**src/rtl/rca_config_pkg.sv**
```systemverilog
// Shared RCA configuration: request field widths, bitstream layout constants
// and the dispatch FSM state encoding.
package rca_config;

   localparam int          OU_ID_W     = 3;
   localparam int          GRID_SLOT_W = 2;
   localparam logic [31:0] BS_BASE     = 32'h0100_0000;
   localparam logic [31:0] BS_STRIDE   = 32'h0004_0000;
   localparam logic [31:0] BS_BYTES    = 32'h0003_A000;

   // Layout of the low bits of a popped queue word.
   typedef struct packed {
      logic [OU_ID_W-1:0]     ou_id;
      logic [GRID_SLOT_W-1:0] grid_slot;
   } pr_queue_inputs_t;

   typedef enum logic [2:0] {
      PR_IDLE   = 3'd0,
      PR_AR     = 3'd1,
      PR_R      = 3'd2,
      PR_CALC   = 3'd3,
      PR_CMD    = 3'd4,
      PR_WAIT   = 3'd5,
      PR_NOTIFY = 3'd6
   } pr_dispatch_state_t;

endpackage

```
**src/rtl/pr_watchdog.sv**
```systemverilog
// Clear/enable up-counter with a terminal-count flag; used as the loader
// watchdog when PR_DISPATCH_TIMEOUT_EN is defined.
module pr_watchdog #(
   parameter int WIDTH    = 20,
   parameter int TERMINAL = 1048575
) (
   input  logic clk,
   input  logic rst,
   input  logic i_clear,
   input  logic i_en,
   output logic o_tc
);

   logic [WIDTH-1:0] r_count;

   // Counter: clear has priority over increment.
   always_ff @(posedge clk) begin
      if (!rst) begin
         r_count <= {WIDTH{1'b0}};
      end else if (i_clear) begin
         r_count <= {WIDTH{1'b0}};
      end else if (i_en) begin
         r_count <= r_count + {{(WIDTH-1){1'b0}}, 1'b1};
      end else begin
         r_count <= r_count;
      end
   end

   assign o_tc = (r_count == WIDTH'(TERMINAL));

endmodule

```
**src/rtl/pr_dispatch_controller.sv**
```systemverilog
// Pops PR requests from the RCA queue over AXI-lite, issues bitstream load
// commands and reports completed slots. Optional watchdog: PR_DISPATCH_TIMEOUT_EN.
module pr_dispatch_controller #(
   parameter int          OU_ID_W        = rca_config::OU_ID_W,
   parameter int          GRID_SLOT_W    = rca_config::GRID_SLOT_W,
   parameter logic [31:0] BS_BASE        = rca_config::BS_BASE,
   parameter logic [31:0] BS_STRIDE      = rca_config::BS_STRIDE,
   parameter logic [31:0] BS_BYTES       = rca_config::BS_BYTES,
   parameter int          TIMEOUT_CYCLES = 2**20
) (
   input  logic                   clk,
   input  logic                   rst,
   input  logic                   enable,
   input  logic                   pr_request_pending,
   output logic [1:0]             m_axi_araddr,
   output logic                   m_axi_arvalid,
   input  logic                   m_axi_arready,
   input  logic [31:0]            m_axi_rdata,
   input  logic                   m_axi_rvalid,
   output logic                   m_axi_rready,
   output logic [31:0]            dma_addr,
   output logic [31:0]            dma_len,
   output logic                   dma_valid,
   input  logic                   dma_ready,
   input  logic                   dma_done,
   input  logic                   dma_error,
   output logic                   slot_done,
   output logic [OU_ID_W-1:0]     slot_done_ou_id,
   output logic [GRID_SLOT_W-1:0] slot_done_grid_slot,
   output logic                   busy,
   output logic                   err
);

   import rca_config::*;

   localparam int IDX_W = OU_ID_W + GRID_SLOT_W;

   pr_dispatch_state_t     r_state;
   pr_dispatch_state_t     w_next_state;
   logic [OU_ID_W-1:0]     r_ou_id;
   logic [GRID_SLOT_W-1:0] r_grid_slot;
   logic [IDX_W-1:0]       w_idx;
   logic [31-IDX_W:0]      w_unused_rdata;
   logic                   w_timeout;

   logic                   w_arvalid;
   logic                   w_rready;
   logic                   w_dma_valid;
   logic                   w_slot_done;
   logic                   w_busy;
   logic                   w_err;
   logic [31:0]            w_dma_addr;
   logic [31:0]            w_dma_len;
   logic [OU_ID_W-1:0]     w_slot_ou_id;
   logic [GRID_SLOT_W-1:0] w_slot_grid_slot;

   assign m_axi_araddr   = 2'b10;
   assign w_idx          = {r_ou_id, r_grid_slot};
   assign w_unused_rdata = m_axi_rdata[31:IDX_W];

`ifdef PR_DISPATCH_TIMEOUT_EN
   pr_watchdog #(
      .WIDTH    ($clog2(TIMEOUT_CYCLES)),
      .TERMINAL (TIMEOUT_CYCLES - 1)
   ) u_watchdog (
      .clk     (clk),
      .rst     (rst),
      .i_clear (r_state != PR_WAIT),
      .i_en    (r_state == PR_WAIT),
      .o_tc    (w_timeout)
   );
`else
   assign w_timeout = 1'b0;
`endif

   // FSM state register.
   always_ff @(posedge clk) begin
      if (!rst) begin
         r_state <= PR_IDLE;
      end else begin
         r_state <= w_next_state;
      end
   end

   // Next-state logic; a load error outranks done, done outranks the watchdog.
   always_comb begin
      w_next_state = r_state;
      case (r_state)
         PR_IDLE:   if (enable && pr_request_pending) w_next_state = PR_AR;
                    else                              w_next_state = PR_IDLE;
         PR_AR:     if (m_axi_arready) w_next_state = PR_R;
                    else               w_next_state = PR_AR;
         PR_R:      if (m_axi_rvalid) w_next_state = PR_CALC;
                    else              w_next_state = PR_R;
         PR_CALC:   w_next_state = PR_CMD;
         PR_CMD:    if (dma_ready) w_next_state = PR_WAIT;
                    else           w_next_state = PR_CMD;
         PR_WAIT:   if (dma_error)      w_next_state = PR_IDLE;
                    else if (dma_done)  w_next_state = PR_NOTIFY;
                    else if (w_timeout) w_next_state = PR_IDLE;
                    else                w_next_state = PR_WAIT;
         PR_NOTIFY: w_next_state = PR_IDLE;
         default:   w_next_state = PR_IDLE;
      endcase
   end

   // Output next-values, derived from the upcoming state so the flops below
   // present them in the same cycle the FSM enters that state.
   always_comb begin
      w_arvalid   = (w_next_state == PR_AR);
      w_rready    = (w_next_state == PR_R);
      w_dma_valid = (w_next_state == PR_CMD);
      w_slot_done = (w_next_state == PR_NOTIFY);
      w_busy      = (w_next_state != PR_IDLE);
      if ((r_state == PR_WAIT) && (dma_error || (!dma_done && w_timeout))) begin
         w_err = 1'b1;
      end else begin
         w_err = err;
      end
      if (r_state == PR_CALC) begin
         w_dma_addr = BS_BASE + (32'(w_idx) * BS_STRIDE);
         w_dma_len  = BS_BYTES;
      end else begin
         w_dma_addr = dma_addr;
         w_dma_len  = dma_len;
      end
      if (w_next_state == PR_NOTIFY) begin
         w_slot_ou_id     = r_ou_id;
         w_slot_grid_slot = r_grid_slot;
      end else begin
         w_slot_ou_id     = slot_done_ou_id;
         w_slot_grid_slot = slot_done_grid_slot;
      end
   end

   // Registered outputs.
   always_ff @(posedge clk) begin
      if (!rst) begin
         m_axi_arvalid       <= 1'b0;
         m_axi_rready        <= 1'b0;
         dma_valid           <= 1'b0;
         dma_addr            <= 32'h0000_0000;
         dma_len             <= 32'h0000_0000;
         slot_done           <= 1'b0;
         slot_done_ou_id     <= {OU_ID_W{1'b0}};
         slot_done_grid_slot <= {GRID_SLOT_W{1'b0}};
         busy                <= 1'b0;
         err                 <= 1'b0;
      end else begin
         m_axi_arvalid       <= w_arvalid;
         m_axi_rready        <= w_rready;
         dma_valid           <= w_dma_valid;
         dma_addr            <= w_dma_addr;
         dma_len             <= w_dma_len;
         slot_done           <= w_slot_done;
         slot_done_ou_id     <= w_slot_ou_id;
         slot_done_grid_slot <= w_slot_grid_slot;
         busy                <= w_busy;
         err                 <= w_err;
      end
   end

   // Capture the popped request; upper rdata bits are discarded.
   always_ff @(posedge clk) begin
      if (!rst) begin
         r_ou_id     <= {OU_ID_W{1'b0}};
         r_grid_slot <= {GRID_SLOT_W{1'b0}};
      end else if ((r_state == PR_R) && m_axi_rvalid) begin
         r_ou_id     <= m_axi_rdata[IDX_W-1:GRID_SLOT_W];
         r_grid_slot <= m_axi_rdata[GRID_SLOT_W-1:0];
      end else begin
         r_ou_id     <= r_ou_id;
         r_grid_slot <= r_grid_slot;
      end
   end

endmodule

```
**config.mk**
```make
export PLATFORM = sky130hd
export DESIGN_NAME = pr_dispatch_controller
export DESIGN_NICKNAME = d
export VERILOG_FILES = /design/src/rtl/rca_config_pkg.sv /design/src/rtl/pr_watchdog.sv /design/src/rtl/pr_dispatch_controller.sv
export SDC_FILE = /design/constraint.sdc
export NUM_CORES = 1
export LEC_CHECK = 0
export BUFFER_PORTS_ARGS = -buffer_cell sky130_fd_sc_hd__buf_2
export CAP_MARGIN = 20
export CORE_UTILIZATION = 41
export CTS_BUF_LIST = sky130_fd_sc_hd__clkbuf_2
export CTS_CLUSTER_SIZE = 14
export DETAILED_ROUTE_END_ITERATION = 10
export GPL_ROUTABILITY_DRIVEN = 0
export PLACE_DENSITY = 0.83
export SYNTH_ARGS = -nofsm -noshare
export SYNTH_HDL_FRONTEND = slang
export SYNTH_HIERARCHICAL = 1
export SYNTH_SLANG_ARGS = --single-unit
```
**constraint.sdc**
```tcl
create_clock -name clk -period 1.9 [get_ports clk]
set_clock_uncertainty 0.15 [all_clocks]
set_input_delay 0.475 -clock clk [delete_from_list [all_inputs] [get_ports clk]]
set_output_delay 0.475 -clock clk [all_outputs]
set_load 0.02 [all_outputs]
```
**Word-level counts from Yosys, hierarchy flattened**

Cells that the tools add are included.

- Bits in read-only memories: 0
- Bits in registers: 52
- Memories kept: 0
- Output and inout port bits: 77
- Input bits: 41
- Bits in latches: 0
- Logic and storage cells: 35
- RAM bits: 0

- Eq/ne operators: 9
- Muxes and demuxes: 7
- Shifts and indexed selects: 0
- Multiply operators: 0
- Bitwise operators: 0
- Divide/modulo/power cells: 0
- Add/subtract/negate cells: 1
- Magnitude comparators: 0
- Reduce and logical (&&, ||, !) cells: 5

Operator list:

| operator | number |
|---|---|
| $add A25 B23 Y26 const A | 1 |
| $pmux W3 S6 | 1 |
| $eq A3 B3 Y1 const B | 4 |
| $eq A3 B2 Y1 const B | 3 |
| $eq A3 B1 Y1 const B | 2 |
| $mux W2 | 2 |
| $logic_and A1 B1 Y1 | 3 |
| $logic_not A3 Y1 | 1 |
| $mux W1 | 3 |
| $mux W3 | 1 |
| $reduce_bool A3 Y1 | 1 |

**Depth between registers and ports, before layout**

- Depth in word-level cells: 4
- Depth in mapped cells: 6
- Gate-level depth less buffers: 4

**Worst setup path after synthesis**

OpenSTA, ideal clock, no wires.

- Kind: input-to-reg
- From: input m_axi_rvalid
- To: register m_axi_rready
- Path buffers: 1
- Stages: 5
- Setup time: 87 ps
- Arrival: 1288 ps
- Slack: 375 ps
- Cell sequence: nor4bb_2 buf_6 a31oi_4 nand3_2 nor4b_4

- Word-level cells in the longest chain between the ends: 3

RTL lines:

| item | RTL line | source |
|---|---|---|
| start: declaration | pr_dispatch_controller.sv:19 | `input logic m_axi_rvalid,` |
| $mux W1 | pr_dispatch_controller.sv:93 | `PR_R: if (m_axi_rvalid) w_next_state = PR_CALC;` |
| $pmux W3 S6 | pr_dispatch_controller.sv:88 | `case (r_state)` |
| $eq A3 B2 Y1 | pr_dispatch_controller.sv:111 | `w_rready = (w_next_state == PR_R);` |
| end signal: assignment | pr_dispatch_controller.sv:151 | `m_axi_rready <= w_rready;` |
| end: declaration | pr_dispatch_controller.sv:20 | `output logic m_axi_rready,` |

No other way between the ends.
A chain may end at the register's enable or synchronous reset.

**Final worst setup path**

- From: register r_state[1]
- To: register r_grid_slot[0]

- Word-level cells in the longest chain between the ends: 2

RTL lines:

| item | RTL line | source |
|---|---|---|
| start: declaration | pr_dispatch_controller.sv:38 | `pr_dispatch_state_t r_state;` |
| start signal: assignment | pr_dispatch_controller.sv:81 | `r_state <= w_next_state;` |
| $eq A3 B2 Y1 | pr_dispatch_controller.sv:168 | `end else if ((r_state == PR_R) && m_axi_rvalid) begin` |
| $logic_and A1 B1 Y1 | pr_dispatch_controller.sv:168 |  |
| end signal: assignment | pr_dispatch_controller.sv:167 | `r_grid_slot <= {GRID_SLOT_W{1'b0}};` |
| end signal: assignment | pr_dispatch_controller.sv:170 | `r_grid_slot <= m_axi_rdata[GRID_SLOT_W-1:0];` |
| end signal: assignment | pr_dispatch_controller.sv:173 | `r_grid_slot <= r_grid_slot;` |
| end: declaration | pr_dispatch_controller.sv:41 | `logic [GRID_SLOT_W-1:0] r_grid_slot;` |

No other way between the ends.

==> flow_summary.json <==
{
  "outcome": "completed",
  "drv_cap": 0,
  "p_leak_nw": 0.8219,
  "placed_cells": 230,
  "finalNonFillerCells": 234,
  "hold_slack_ns": 0.2005,
  "cellPowerDensity_nw_per_um2": 635.7,
  "synth-seq-cells": 25,
  "io_buffers": 34,
  "hold_viol_final": 0,
  "multi_input_area_sq_um": 691.9,
  "antenna_cells": 0,
  "seqCellArea_sq_um": 500.5,
  "dp_hpwl_um": 1721,
  "ios": 118,
  "worst-setup-path-type": "register to register",
  "dieArea_sq_um": 3886,
  "synthTopCellsByArea": "dfxtp_1 34%, buf_4 30%, mux2i_1 10%",
  "rsz0062_at_grt": "no",
  "worstHoldStart": "m_axi_rdata[4]",
  "wl_per_cell_um": 9.410,
  "cts_setup_buffers": 0,
  "die_w_um": 62.34,
  "final_antenna_net_count": 0,
  "antenna_found_initial": 0,
  "hold_class": "primary input to register",
  "r2r_slack_ns": 0.16,
  "cts_tree": "built",
  "drive_gt1_frac": 0.2872,
  "finalPower_mw": 0.9465,
  "core_sq_um": 3416,
  "reg2reg_to": "r_grid_slot[0]",
  "root_buffer": "clkbuf_2",
  "cts.clk_slew.worst_paths_ns": 0.23,
  "cp-end-kind": "register",
  "finalSetupTns_ns": 0,
  "die_h_um": 62.34,
  "cts_inserted_buffers": 3,
  "yosys_warnings": 6,
  "finalCriticalPeriod_ns": 1.735,
  "grt_pass1_vias": 776,
  "finalWorstSetupSlack_ns": 0.1645,
  "grt_max_degree": 15,
  "required_ns": 2.00,
  "netlist.area_leader.share": 0.3353,
  "firstDrtPassIters": 3,
  "worstSetupStartpointType": "register",
  "netlist_area_sq_um": 1493,
  "cts_resized": 0,
  "setup_viol": 0,
  "clk_latency_ns": 0.34,
  "start_util": 0.4370,
  "avgSynthCellArea_sq_um": 9.568,
  "fin_area_sq_um": 1489,
  "drt_iter0_drc": 23,
  "rows": 21,
  "htree_levels": 1,
  "slew_violations": 0,
  "synthCells": 156,
  "hold_buffers": 0,
  "seq_area_frac_synth": 0.3353,
  "clock_path_buffers": 2,
  "worstPathArrival_ns": 1.84,
  "vias": 917,
  "place_ws_ns": 0.1264,
  "clock-sinks": 25,
  "post-route-period-util": 0.9134,
  "fin_nets": 230,
  "fin_util": 0.4359,
  "drc_errors": 0,
  "r2r.worst_path.cells": 4,
  "synth_top_area_cell": "dfxtp_1",
  "fillCellCount": 362,
  "placed_area_sq_um": 1469,
  "grt_usage": 0.1119,
  "holdPathStages": 3,
  "routed_wl_um": 2202,
  "ir_drop_v": 0.0003866,
  "fmax_mhz": 576.2,
  "synth.distinct_cells": 29,
  "overflow": 0,
  "viasPerCell": 3.919,
  "reg2reg_from": "r_state[1]",
  "critPathMaxFanout": 7,
  "grt_pass1_wl_um": 3463,
  "syn_to_final_growth_pct": -0.2514,
  "hold_end": "r_ou_id[2]"
}
-- how the worst max path moves through the flow --
stage                       startpoint             end  slack (ns)  cells past startpoint
after CTS                   r_state[1]  r_grid_slot[0]        0.13                      4
final                       r_state[1]  r_grid_slot[0]        0.16                      4
after detailed placement  m_axi_rvalid      r_ou_id[1]        0.13                      5
after global placement    m_axi_rvalid      r_ou_id[1]        0.14                      5
after floorplan           m_axi_rvalid    m_axi_rready        0.37                      5
after global routing        r_state[1]      r_ou_id[2]        0.07                      4
-- metal layers --
metal	part of all wire	wire length [um]	GRT usage
met1	0.44	965	0.1366
met2	0.49	1069	0.1882
met3	0.076	167	0.03860
met4	0	0	0.02616
met5	0	0	0
-- flip-flops by register name (all words and copies together) (netlist names) --
register	cells
err	1
dma_addr	6
slot_done_ou_id	3
m_axi_rready	1
busy	1
r_state	3
m_axi_arvalid	1
slot_done_grid_slot	2
slot_done	1
r_grid_slot	2
dma_valid	1
r_ou_id	3
-- logic make-up after synthesis --
| group | Yosys count | synth area share |
|---|---|---|
| AO/OA/AOI/OAI | 10 | 0.06035 |
| buffers and inverters | 68 | 0.3370 |
| flip-flops | 25 | 0.3353 |
| multiplexers | 15 | 0.1006 |
| other | 2 | 0.005031 |
| AND/OR/NAND/NOR | 36 | 0.1618 |
-- critical path: stages (launching register included) --
cell and delay, ns:
dfxtp_1 0.57, nor4bb_2 0.43, buf_4 0.25, mux2i_1 0.19
nor2_1 0.05
-- placed cells by master (no fill, tap or decap), types with 2 or more instances in the layout --
master / netlist / routed
a21oi_1: 3 / 3
a31oi_1: 3 / 3
and2_1: 3 / 3
buf_2: 0 / 34
buf_4: 60 / 5
clkbuf_2: 0 / 4
conb_1: 2 / 56
dfxtp_1: 25 / 25
inv_1: 2 / 2
mux2i_1: 15 / 15
nor2_1: 19 / 19
nor3b_1: 2 / 2
-- report_power, final --
part	internal [mW]	total [mW]	switching, mW	leakage [nW]
clock network	0.0556	0.212	0.156	0.0166
logic	0.0413	0.189	0.148	0.603
registers	0.536	0.546	0.00944	0.202
total	0.633	0.946	0.313	0.822
-- final cells by class --
cell class              instances  share of cell area
multi-input cells             117              0.4647
flip-flops and latches         25              0.3361
repair buffers                 39              0.1395
well taps                      46             0.03866
clock buffers                   4             0.01345
inverters                       3            0.007563
-- cell usage after synthesis --
| cell type | count |
|---|---|
| nor2_1 | 19 |
| a21bo_2 | 1 |
| a21oi_1 | 3 |
| a31oi_1 | 3 |
| buf_6 | 3 |
| conb_1 | 2 |
| a31oi_4 | 1 |
| a311o_4 | 1 |
| nand2_1 | 1 |
| nor4_4 | 1 |
| nand3b_4 | 1 |
| inv_2 | 1 |
| nand3_1 | 1 |
| nor2b_1 | 1 |
| and2_1 | 3 |
| and3_1 | 1 |
| nor3b_1 | 2 |
| and2b_2 | 1 |
| nand3_2 | 1 |
| mux2i_1 | 15 |
| nand2_2 | 1 |
| clkbuf_1 | 2 |
| nor4b_4 | 1 |
| inv_1 | 2 |
| and3b_1 | 1 |
| nor4bb_2 | 1 |
| dfxtp_1 | 25 |
| o21ai_1 | 1 |
| buf_4 | 60 |
No activity file was read; power rests on OpenSTA's default activity.
